[src/rtl/alu_seq_pkg.sv]
// Shared definitions for the ALU sequencer: opcodes, FSM states,
// combiner unit-select codes and flag bit positions.
package alu_seq_pkg;

    localparam logic [2:0] OP_BADD = 3'd0;
    localparam logic [2:0] OP_BLOG = 3'd1;
    localparam logic [2:0] OP_BSHF = 3'd2;
    localparam logic [2:0] OP_WADD = 3'd3;
    localparam logic [2:0] OP_WLOG = 3'd4;
    localparam logic [2:0] OP_WSHF = 3'd5;
    localparam logic [2:0] OP_HSHF = 3'd6;
    localparam logic [2:0] OP_ILL  = 3'd7;

    typedef enum logic [2:0] {
        S_IDLE    = 3'd0,
        S_EXEC    = 3'd1,
        S_PASS_LO = 3'd2,
        S_PASS_HI = 3'd3,
        S_FIN     = 3'd4
    } state_t;

    localparam logic [1:0] U_LOGIC = 2'b00;
    localparam logic [1:0] U_ADD   = 2'b01;
    localparam logic [1:0] U_SHFT  = 2'b10;

    localparam int F_C   = 5;
    localparam int F_H   = 4;
    localparam int F_S   = 3;
    localparam int F_Z   = 2;
    localparam int F_P   = 1;
    localparam int F_ONE = 0;

    // Combiner unit used by a single-pass opcode; illegal opcode keeps the combiner idle.
    function automatic logic [1:0] exec_unit(input logic [2:0] op);
        case (op)
            OP_BADD, OP_WADD: exec_unit = U_ADD;
            OP_BSHF, OP_HSHF: exec_unit = U_SHFT;
            default:          exec_unit = U_LOGIC;
        endcase
    endfunction

endpackage

[src/rtl/alu_flagreg.sv]
// Six-bit flag register. Loads all flags on a single pass, and for the
// two-pass word shift chains carry, zero and one from the low pass into
// the high-pass result.
module alu_flagreg
    import alu_seq_pkg::*;
(
    input  logic       clk_i,
    input  logic       rst_i,
    input  logic       ld_exec_i,
    input  logic       ld_lo_i,
    input  logic       ld_hi_i,
    input  logic [5:0] nxt_i,
    output logic [5:0] flags_o,
    output logic       carry_o
);

    logic [5:0] flags_q, flags_d;
    logic       carry_q, lo_zero_q, lo_one_q;

    // Select the flag load for the current pass
    always_comb begin
        flags_d = flags_q;
        if (ld_exec_i) begin
            flags_d = nxt_i;
        end else if (ld_hi_i) begin
            flags_d[F_C]   = nxt_i[F_C];
            flags_d[F_H]   = 1'b0;
            flags_d[F_S]   = nxt_i[F_S];
            flags_d[F_Z]   = lo_zero_q & nxt_i[F_Z];
            flags_d[F_P]   = nxt_i[F_P];
            // The word equals one only if the low byte is one and the high byte is zero
            flags_d[F_ONE] = lo_one_q & nxt_i[F_Z];
        end
    end

    // Flag and low-pass chaining registers
    always_ff @(posedge clk_i or posedge rst_i) begin
        if (rst_i) begin
            flags_q   <= '0;
            carry_q   <= 1'b0;
            lo_zero_q <= 1'b0;
            lo_one_q  <= 1'b0;
        end else begin
            flags_q <= flags_d;
            if (ld_lo_i) begin
                carry_q   <= nxt_i[F_C];
                lo_zero_q <= nxt_i[F_Z];
                lo_one_q  <= nxt_i[F_ONE];
            end
        end
    end

    assign flags_o = flags_q;
    assign carry_o = carry_q;

endmodule

[src/rtl/alu_seq.sv]
// ALU sequencer: accepts one request at a time, drives the function-unit
// combiner for one pass (or two byte passes for a word shift), captures
// the result and flags, and pulses done (with err for the illegal opcode).
module alu_seq
    import alu_seq_pkg::*;
(
    input  logic        clkc,
    input  logic        reset,
    input  logic        req,
    input  logic [2:0]  req_op,
    input  logic        flush,
    input  logic [15:0] data_bus,
    input  logic        cry_nxt,
    input  logic        hcar_nxt,
    input  logic        sign_nxt,
    input  logic        zero_nxt,
    input  logic        par_nxt,
    input  logic        one_nxt,
    output logic [1:0]  unit_sel,
    output logic        word_op,
    output logic        hi_byte,
    output logic        byte_sel,
    output logic        shft_cin,
    output logic        busy,
    output logic        done,
    output logic        err,
    output logic [15:0] result,
    output logic [5:0]  flags
);

    state_t      state_q;
    logic [2:0]  op_q;
    logic [15:0] result_q, result_d;
    logic        cap_exec, cap_lo, cap_hi;
    logic        carry;
    logic [5:0]  nxt_flags;

    // A flush in the capture cycle leaves result and flags untouched
    assign cap_exec  = (state_q == S_EXEC) && !flush && (op_q != OP_ILL);
    assign cap_lo    = (state_q == S_PASS_LO) && !flush;
    assign cap_hi    = (state_q == S_PASS_HI) && !flush;
    assign nxt_flags = {cry_nxt, hcar_nxt, sign_nxt, zero_nxt, par_nxt, one_nxt};

    // Sequencing FSM; flush returns to IDLE from anywhere and blocks acceptance in IDLE
    always_ff @(posedge clkc or posedge reset) begin
        if (reset) begin
            state_q <= S_IDLE;
            op_q    <= OP_BADD;
        end else if (flush) begin
            state_q <= S_IDLE;
        end else begin
            case (state_q)
                S_IDLE: begin
                    if (req) begin
                        op_q    <= req_op;
                        state_q <= (req_op == OP_WSHF) ? S_PASS_LO : S_EXEC;
                    end
                end
                S_EXEC:    state_q <= S_FIN;
                S_PASS_LO: state_q <= S_PASS_HI;
                S_PASS_HI: state_q <= S_FIN;
                default:   state_q <= S_IDLE;
            endcase
        end
    end

    // Result next value: whole word on a single pass, one byte per shift pass
    always_comb begin
        result_d = result_q;
        if (cap_exec) begin
            result_d = data_bus;
        end else if (cap_lo) begin
            result_d[7:0] = data_bus[7:0];
        end else if (cap_hi) begin
            result_d[15:8] = data_bus[7:0];
        end
    end

    // Result register
    always_ff @(posedge clkc or posedge reset) begin
        if (reset) begin
            result_q <= '0;
        end else begin
            result_q <= result_d;
        end
    end

    alu_flagreg u_flagreg (
        .clk_i     (clkc),
        .rst_i     (reset),
        .ld_exec_i (cap_exec),
        .ld_lo_i   (cap_lo),
        .ld_hi_i   (cap_hi),
        .nxt_i     (nxt_flags),
        .flags_o   (flags),
        .carry_o   (carry)
    );

    // Combiner controls decoded from registered state and opcode only
    always_comb begin
        unit_sel = U_LOGIC;
        word_op  = 1'b0;
        hi_byte  = 1'b0;
        byte_sel = 1'b0;
        shft_cin = 1'b0;
        case (state_q)
            S_EXEC: begin
                unit_sel = exec_unit(op_q);
                word_op  = (op_q == OP_WADD) || (op_q == OP_WLOG);
                hi_byte  = (op_q == OP_HSHF);
            end
            S_PASS_LO: begin
                unit_sel = U_SHFT;
                shft_cin = flags[F_C];
            end
            S_PASS_HI: begin
                unit_sel = U_SHFT;
                byte_sel = 1'b1;
                shft_cin = carry;
            end
            default: ;
        endcase
    end

    assign busy   = (state_q != S_IDLE);
    assign done   = (state_q == S_FIN) && !flush;
    assign err    = done && (op_q == OP_ILL);
    assign result = result_q;

endmodule

[config.mk]
export PLATFORM = sky130hd
export DESIGN_NAME = alu_seq
export DESIGN_NICKNAME = d
export VERILOG_FILES = /design/src/rtl/alu_seq_pkg.sv /design/src/rtl/alu_flagreg.sv /design/src/rtl/alu_seq.sv
export SDC_FILE = /design/constraint.sdc
export NUM_CORES = 1
export LEC_CHECK = 0
export ABC_AREA = 1
export ABC_CLOCK_PERIOD_IN_PS = 1350
export CAP_MARGIN = 0
export CORE_ASPECT_RATIO = 0.5
export CORE_MARGIN = 2
export CORE_UTILIZATION = 35
export CTS_CLUSTER_DIAMETER = 80
export CTS_CLUSTER_SIZE = 30
export DETAILED_ROUTE_END_ITERATION = 8
export HOLD_SLACK_MARGIN = 0.02
export PLACE_DENSITY = 0.72
export SLEW_MARGIN = 20
export SYNTH_ARGS = -nofsm -noshare
export SYNTH_HDL_FRONTEND = slang
export SYNTH_SLANG_ARGS = --single-unit
[constraint.sdc]
create_clock -name clkc -period 1.35 [get_ports clkc]
set_input_delay 0.135 -clock clkc [delete_from_list [all_inputs] [get_ports clkc]]
set_output_delay 0.135 -clock clkc [all_outputs]
set_load 0.005 [all_outputs]
==> results of run 1 <==
## cell usage after synthesis (all sizes together)
library cell	number
nand2	66
dfrtp	31
nor2	22
inv	21
nand3	21
a21oi	11
buf	4
o21ai	4
nor3	3
a22o	1
nor4	1
o211ai	1
o22ai	1
## path summary, 6_finish.rpt
path / cells past startpoint / slack [ns] / endpoint
worst max register to register: 8 / -0.09 / result[10]$_DFFE_PP0P_
worst min-delay path: 3 / 0.18 / result[6]$_DFFE_PP0P_
worst min register to register: 2 / 0.49 / result[3]$_DFFE_PP0P_
max in group asynchronous: 3 / 1.00 / state_q[2]$_DFFE_PP0P_
worst max-delay path: 6 / -0.12 / word_op
min in group clkc: 3 / 0.39 / u_flagreg.flags_o[4]$_DFFE_PP0P_
## sequential cells by signal, indices dropped and copies added, names as in the netlist
register	cells
u_flagreg.lo_one_q	1
op_q	3
state_q	3
u_flagreg.carry_o	1
result	16
u_flagreg.flags_o	6
u_flagreg.lo_zero_q	1
## cells by family (layout without fill, tap and decap cells)
| group | count (synthesis) | in the layout | share of synthesized area, % |
|---|---|---|---|
| buf+inv | 25 | 132 | 8.512 |
| flops | 31 | 31 | 47.55 |
| compound gates | 18 | 18 | 6.749 |
| simple gates | 113 | 114 | 37.19 |
## cell type report
| type | instances | area [um^2] | area share, % |
|---|---|---|---|
| repair buffers | 103 | 1008 | 34.09 |
| multi-input cells | 132 | 927.1 | 31.35 |
| flip-flops and latches | 31 | 775.7 | 26.23 |
| inverters | 21 | 86.33 | 2.919 |
| well taps | 57 | 71.32 | 2.411 |
| clock buffers | 5 | 68.82 | 2.327 |
| clock inverters | 3 | 20.02 | 0.6768 |
## routing by layer
metal | vias to the layer above | track usage, %
met5 | - | 0
met4 | 0 | 6.621
met3 | 9 | 4.133
met2 | 29 | 36.02
met1 | 786 | 24.17
li1 | 812 | -
## worst register-to-register path: cells and delay by family (launching register included)
family | cells | cell delay (ns)
buffers and inverters | 3 | 0.46
and+or+nand+nor | 5 | 0.46
DFF | 1 | 0.42
## what timing repair did
action	4_1_cts	5_1_grt
pin swaps	20	14
endpoints found under the hold margin	0	0
resized for setup	64	46
buffers inserted	8	9
endpoints found under the setup margin	23	46
cloned	1	0
## report_power, final
| group | internal, mW | switching (mW) | total (mW) |
|---|---|---|---|
| Clock | 0.358 | 0.383 | 0.741 |
| Sequential | 1.27 | 0.247 | 1.52 |
| Combinational | 1.02 | 0.668 | 1.69 |
| Total | 2.65 | 1.30 | 3.95 |
==> results.cfg, run 1 <==
[global_route]
antenna_found_initial = 0
grt_overflow = 0
track_usage_pct = 19.92
grt_pass1_vias = 1654
grt_pass1_wl_mm = 7.755
grt_max_degree = 32

[routing]
dr.first_iter.drc_count = 52
routed_wl_mm = 5.157
dr_wl_met3_um = 160
highest_layer = met4
wl_per_cell_um = 14.65
wl_met1_mm = 2.121
via_count = 1636
drt-pass1-iter-count = 4
postRouteAntennaNets = 0
vias_per_cell = 4.648
drc = 0
met2_wirelength_mm = 2.795

[yosys]
ys_types = 25
yosys_warnings = 0
ys_ff_latch = 31
syn-num-nets = 216
synth_top_area_share_pct = 47.55
synth_seq_area_share_pct = 47.55
syn_avg_cell_area_um2 = 8.725
yosysTopAreaCell = dfrtp_1
netlist_area_um2 = 1632
synthCells = 187
ys_top_cells_by_area = dfrtp_1 48%, nand2_1 14%, nand3_2 7.4%, inv_1 4.1%, nor2_2 3.1%

[power_and_ir_drop]
leakagePower_nw = 1.480
power_density_nw_per_um2 = 1334
p_total_mw = 3.947
peakVddDrop_v = 0.0005809

[clock_network]
cts-buffers-inserted = 5
path_clk_slew_ns = 0.07
cts_tree = done
cts_root_buf = clkbuf_8
numClockSinks = 31
clk_latency_ns = 0.29
clockBufferDepth = 2
cts_hold_buf = 0
htreeDepth = 2

[placed_design]
dp_cells = 329
place_area_um2 = 2499
gp_congestion = 0.7933
port_buffers = 59
pre_cts_slack_ns = -0.2384
dpl.hpwl_mm = 3.337

[floorplan]
die_area_um2 = 5257
coreArea_um2 = 4446
boundaryPins = 60
die_width_um = 100.6
start_util_pct = 36.70
die_height_um = 52.28
rows = 17

[sta]
finalHoldViolations = 0
whs_ns = 0.1753
fmax_mhz = 682.3
fin_ws_ns = -0.1156
relSlewSlack_pct = 84.17
drv_slew = 0
setup_viol = 30
fin_setup_tns_ns = -1.932
fin_crit_sh_pct = 108.6
worstMarginPinSlew_ns = 0.2363
fin_worst_skew_ns = 0.008589
rsz0062_at_grt = yes
fin_crit_ns = 1.466

[worst_setup_path]
r2r_start = state_q[0]$_DFFE_PP0P_
crit_path_start_kind = register
cp.required_ns = 1.22
cp.arrival_ns = 1.33
crit_chain = buf_6, nand2_4, nor2_4, o21ai_1, a21oi_1, buf_2
critPathTopFamily = flip-flops
worstSetupPathType = reg -> out
critPathCaptureType = output pin
cp_max_fo = 3
worst-path-buf-inv = 2
startpoint = state_q[0]$_DFFE_PP0P_
crit_path_top_delay_cell = dfrtp_1
slowest_delay_ns = 0.42

[cells_and_area]
area_growth_pct = 81.29
fin_area_um2 = 2958
mostFrequentLayoutCells = 46 x clkdlybuf4s50_1, 42 x nand2_1, 31 x dfrtp_1
antenna_cells = 0
nFillCells = 339
drive_gt1_share_pct = 45.08
nNetsFinal = 323
layoutNonFillerInstCount = 352
fin_util_pct = 66.54
final_common_cell = clkdlybuf4s50_1

[run_status]
status = complete, but fails checks
violations = negative setup slack

[min_path]
hp-class = in -> async

[run]
cap_violations = 0
(Power assumes the default switching activity.)
==> run 2, diff against run 1 <==
--- a/config.mk
+++ b/config.mk
@@ -8,14 +8,16 @@
 export ABC_AREA = 1
 export ABC_CLOCK_PERIOD_IN_PS = 1350
 export CAP_MARGIN = 0
+export CELL_PAD_IN_SITES_DETAIL_PLACEMENT = 1
+export CELL_PAD_IN_SITES_GLOBAL_PLACEMENT = 2
 export CORE_ASPECT_RATIO = 0.5
 export CORE_MARGIN = 2
-export CORE_UTILIZATION = 35
+export CORE_UTILIZATION = 25
 export CTS_CLUSTER_DIAMETER = 80
 export CTS_CLUSTER_SIZE = 30
 export DETAILED_ROUTE_END_ITERATION = 8
 export HOLD_SLACK_MARGIN = 0.02
-export PLACE_DENSITY = 0.72
+export PLACE_DENSITY = 0.86
 export SLEW_MARGIN = 20
 export SYNTH_ARGS = -nofsm -noshare
 export SYNTH_HDL_FRONTEND = slang
==> results.cfg, run 2 (synthesized netlist as in run 1, its figures left out) <==
[worst_setup_path]
critPathCaptureType = output pin
worstSetupPathType = reg -> out
r2r.worst_path.cells = 9
crit_path_start_kind = register
r2r_slack_ns = -0.16
r2r_start = state_q[2]$_DFFE_PP0P_
cp.required_ns = 1.22
r2r-end = u_flagreg.flags_o[3]$_DFFE_PP0P_
cp_max_fo = 4
cp.arrival_ns = 1.40

[placed_design]
place_area_um2 = 2570
gp_congestion = 0.7693
port_buffers = 59
dpl.hpwl_mm = 3.765

[floorplan]
die_height_um = 61.13
boundaryPins = 60
start_util_pct = 26.40
rows = 20
coreArea_um2 = 6181
die_width_um = 118.2
die_area_um2 = 7228

[cells_and_area]
nNetsFinal = 333
largest_register_ff_count = 16
antenna_cells = 0
nFillCells = 689
final_common_cell = clkdlybuf4s50_1
fin_util_pct = 51.76
fin_area_um2 = 3199
area_growth_pct = 96.09
mostFrequentLayoutCells = 50 x clkdlybuf4s50_1, 40 x nand2_1, 29 x dfrtp_1
drive_gt1_share_pct = 49.51

[clock_network]
cts-buffers-inserted = 5
cts_tree = done
numClockSinks = 31
clk_latency_ns = 0.28
htreeDepth = 2
cts_hold_buf = 0
path_clk_slew_ns = 0.05
clockBufferDepth = 2
cts_root_buf = clkbuf_16

[sta]
finalHoldViolations = 0
fin_crit_ns = 1.537
worstMarginPinSlew_ns = 0.3337
fmax_mhz = 650.5
fin_ws_ns = -0.1872
fin_worst_skew_ns = 0.003300
setup_viol = 33
fin_crit_sh_pct = 113.9
rsz0062_at_grt = yes
relSlewSlack_pct = 77.73
drv_slew = 0

[global_route]
grt_overflow = 0
track_usage_pct = 16.48
grt_pass1_vias = 1860
grt_max_degree = 26
antenna_found_initial = 0
grt_pass1_wl_mm = 9.128

[routing]
drt-pass1-iter-count = 3
vias_per_cell = 4.308
drc = 0
dr.first_iter.drc_count = 64
routed_wl_mm = 5.801
wl_per_cell_um = 14.76
via_count = 1693
postRouteAntennaNets = 0

[run_status]
violations = negative setup slack
status = complete, but fails checks

[power_and_ir_drop]
pwr-share-comb_pct = 38.9
peakVddDrop_v = 0.0004785
p_seq_share_pct = 36.0
leakagePower_nw = 1.569
p_switching_mw = 1.306
p_int_mw = 2.982
power_density_nw_per_um2 = 1340
pwr-share-clk_pct = 25.1
p_sw_share_pct = 30.45

[run]
cap_violations = 0

[min_path]
hp-class = in -> async
[run 2: cell types whose count changed in the layout (fill, tap and decap cells not counted), sizes merged]
| cell | previous run | this run |
|---|---|---|
| dlymetal6s2s | 4 | 0 |
| buf | 53 | 64 |
| nand2 | 67 | 66 |
| clkinvlp | 2 | 0 |
| clkdlybuf4s50 | 46 | 50 |
| clkbuf | 5 | 7 |
[run 2: worst max-delay path, cell delays in order (launching register included)]
cell     delay [ns]
dfrtp_2        0.44
inv_4          0.08
buf_6          0.10
nand2_4        0.05
nor2_4         0.12
o21ai_1        0.08
a21oi_1        0.12
buf_2          0.13
[run 2: what timing repair did]
item                       4_1_cts  5_1_grt
setup endpoints to repair       35       40
gates cloned                     1        0
pin swaps                       21       20
gates resized for setup         89       39
setup buffers                   22        6
[run 2: cell type report]
cell class | count | area (um^2) | share of cell area, %
Clock buffer | 7 | 132.6 | 4.145
Clock inverter | 1 | 5.005 | 0.1564
Inverter | 21 | 91.34 | 2.855
Multi-Input combinational cell | 131 | 935.9 | 29.25
Sequential cell | 31 | 778.2 | 24.33
Tap cell | 88 | 110.1 | 3.442
Timing Repair Buffer | 114 | 1146 | 35.82
[run 2: power groups by stage]
stage	Combinational [mW]	Clock, mW	Sequential, mW
final	1.67	1.07	1.54
after detailed placement	1.43	0	1.52
after global placement	1.39	0	1.52
after floorplan	0.481	0	1.52
after CTS	1.55	1.10	1.53
after global routing	1.82	1.14	1.58
[run 2: per-layer routing]
| layer | wire length, um | vias to the layer above | GRT usage, % |
|---|---|---|---|
| li1 | - | 832 | - |
| met1 | 2562 | 820 | 19.65 |
| met2 | 3017 | 32 | 30.22 |
| met3 | 147 | 9 | 3.519 |
| met4 | 74 | 0 | 6.885 |
| met5 | 0 | - | 0 |
[run 2: worst max path at each step]
| stage | endpoint | startpoint | slack [ns] |
|---|---|---|---|
| after floorplan | result[10]$_DFFE_PP0P_ | state_q[2]$_DFFE_PP0P_ | 0.13 |
| after global placement | hi_byte | state_q[2]$_DFFE_PP0P_ | -0.18 |
| after detailed placement | hi_byte | state_q[2]$_DFFE_PP0P_ | -0.23 |
| after CTS | hi_byte | state_q[2]$_DFFE_PP0P_ | -0.20 |
| after global routing | word_op | state_q[2]$_DFFE_PP0P_ | -0.24 |
| final | word_op | state_q[2]$_DFFE_PP0P_ | -0.19 |
[run 2: stage by stage]
stage          worst slack, ns  setup TNS [ns]  total power [mW]  instances  hold slack (ns)
2_1_floorplan           0.1260               0             2.001        187           0.2014
3_3_place_gp           -0.1824          -3.671             2.901        361           0.4067
3_5_place_dp           -0.2328          -4.601             2.947        361           0.4289
4_1_cts                -0.1972          -3.477             4.177        389           0.1378
5_1_grt                -0.2422          -6.004             4.546        393           0.1428
6_report               -0.1872          -3.758             4.288        393           0.1254
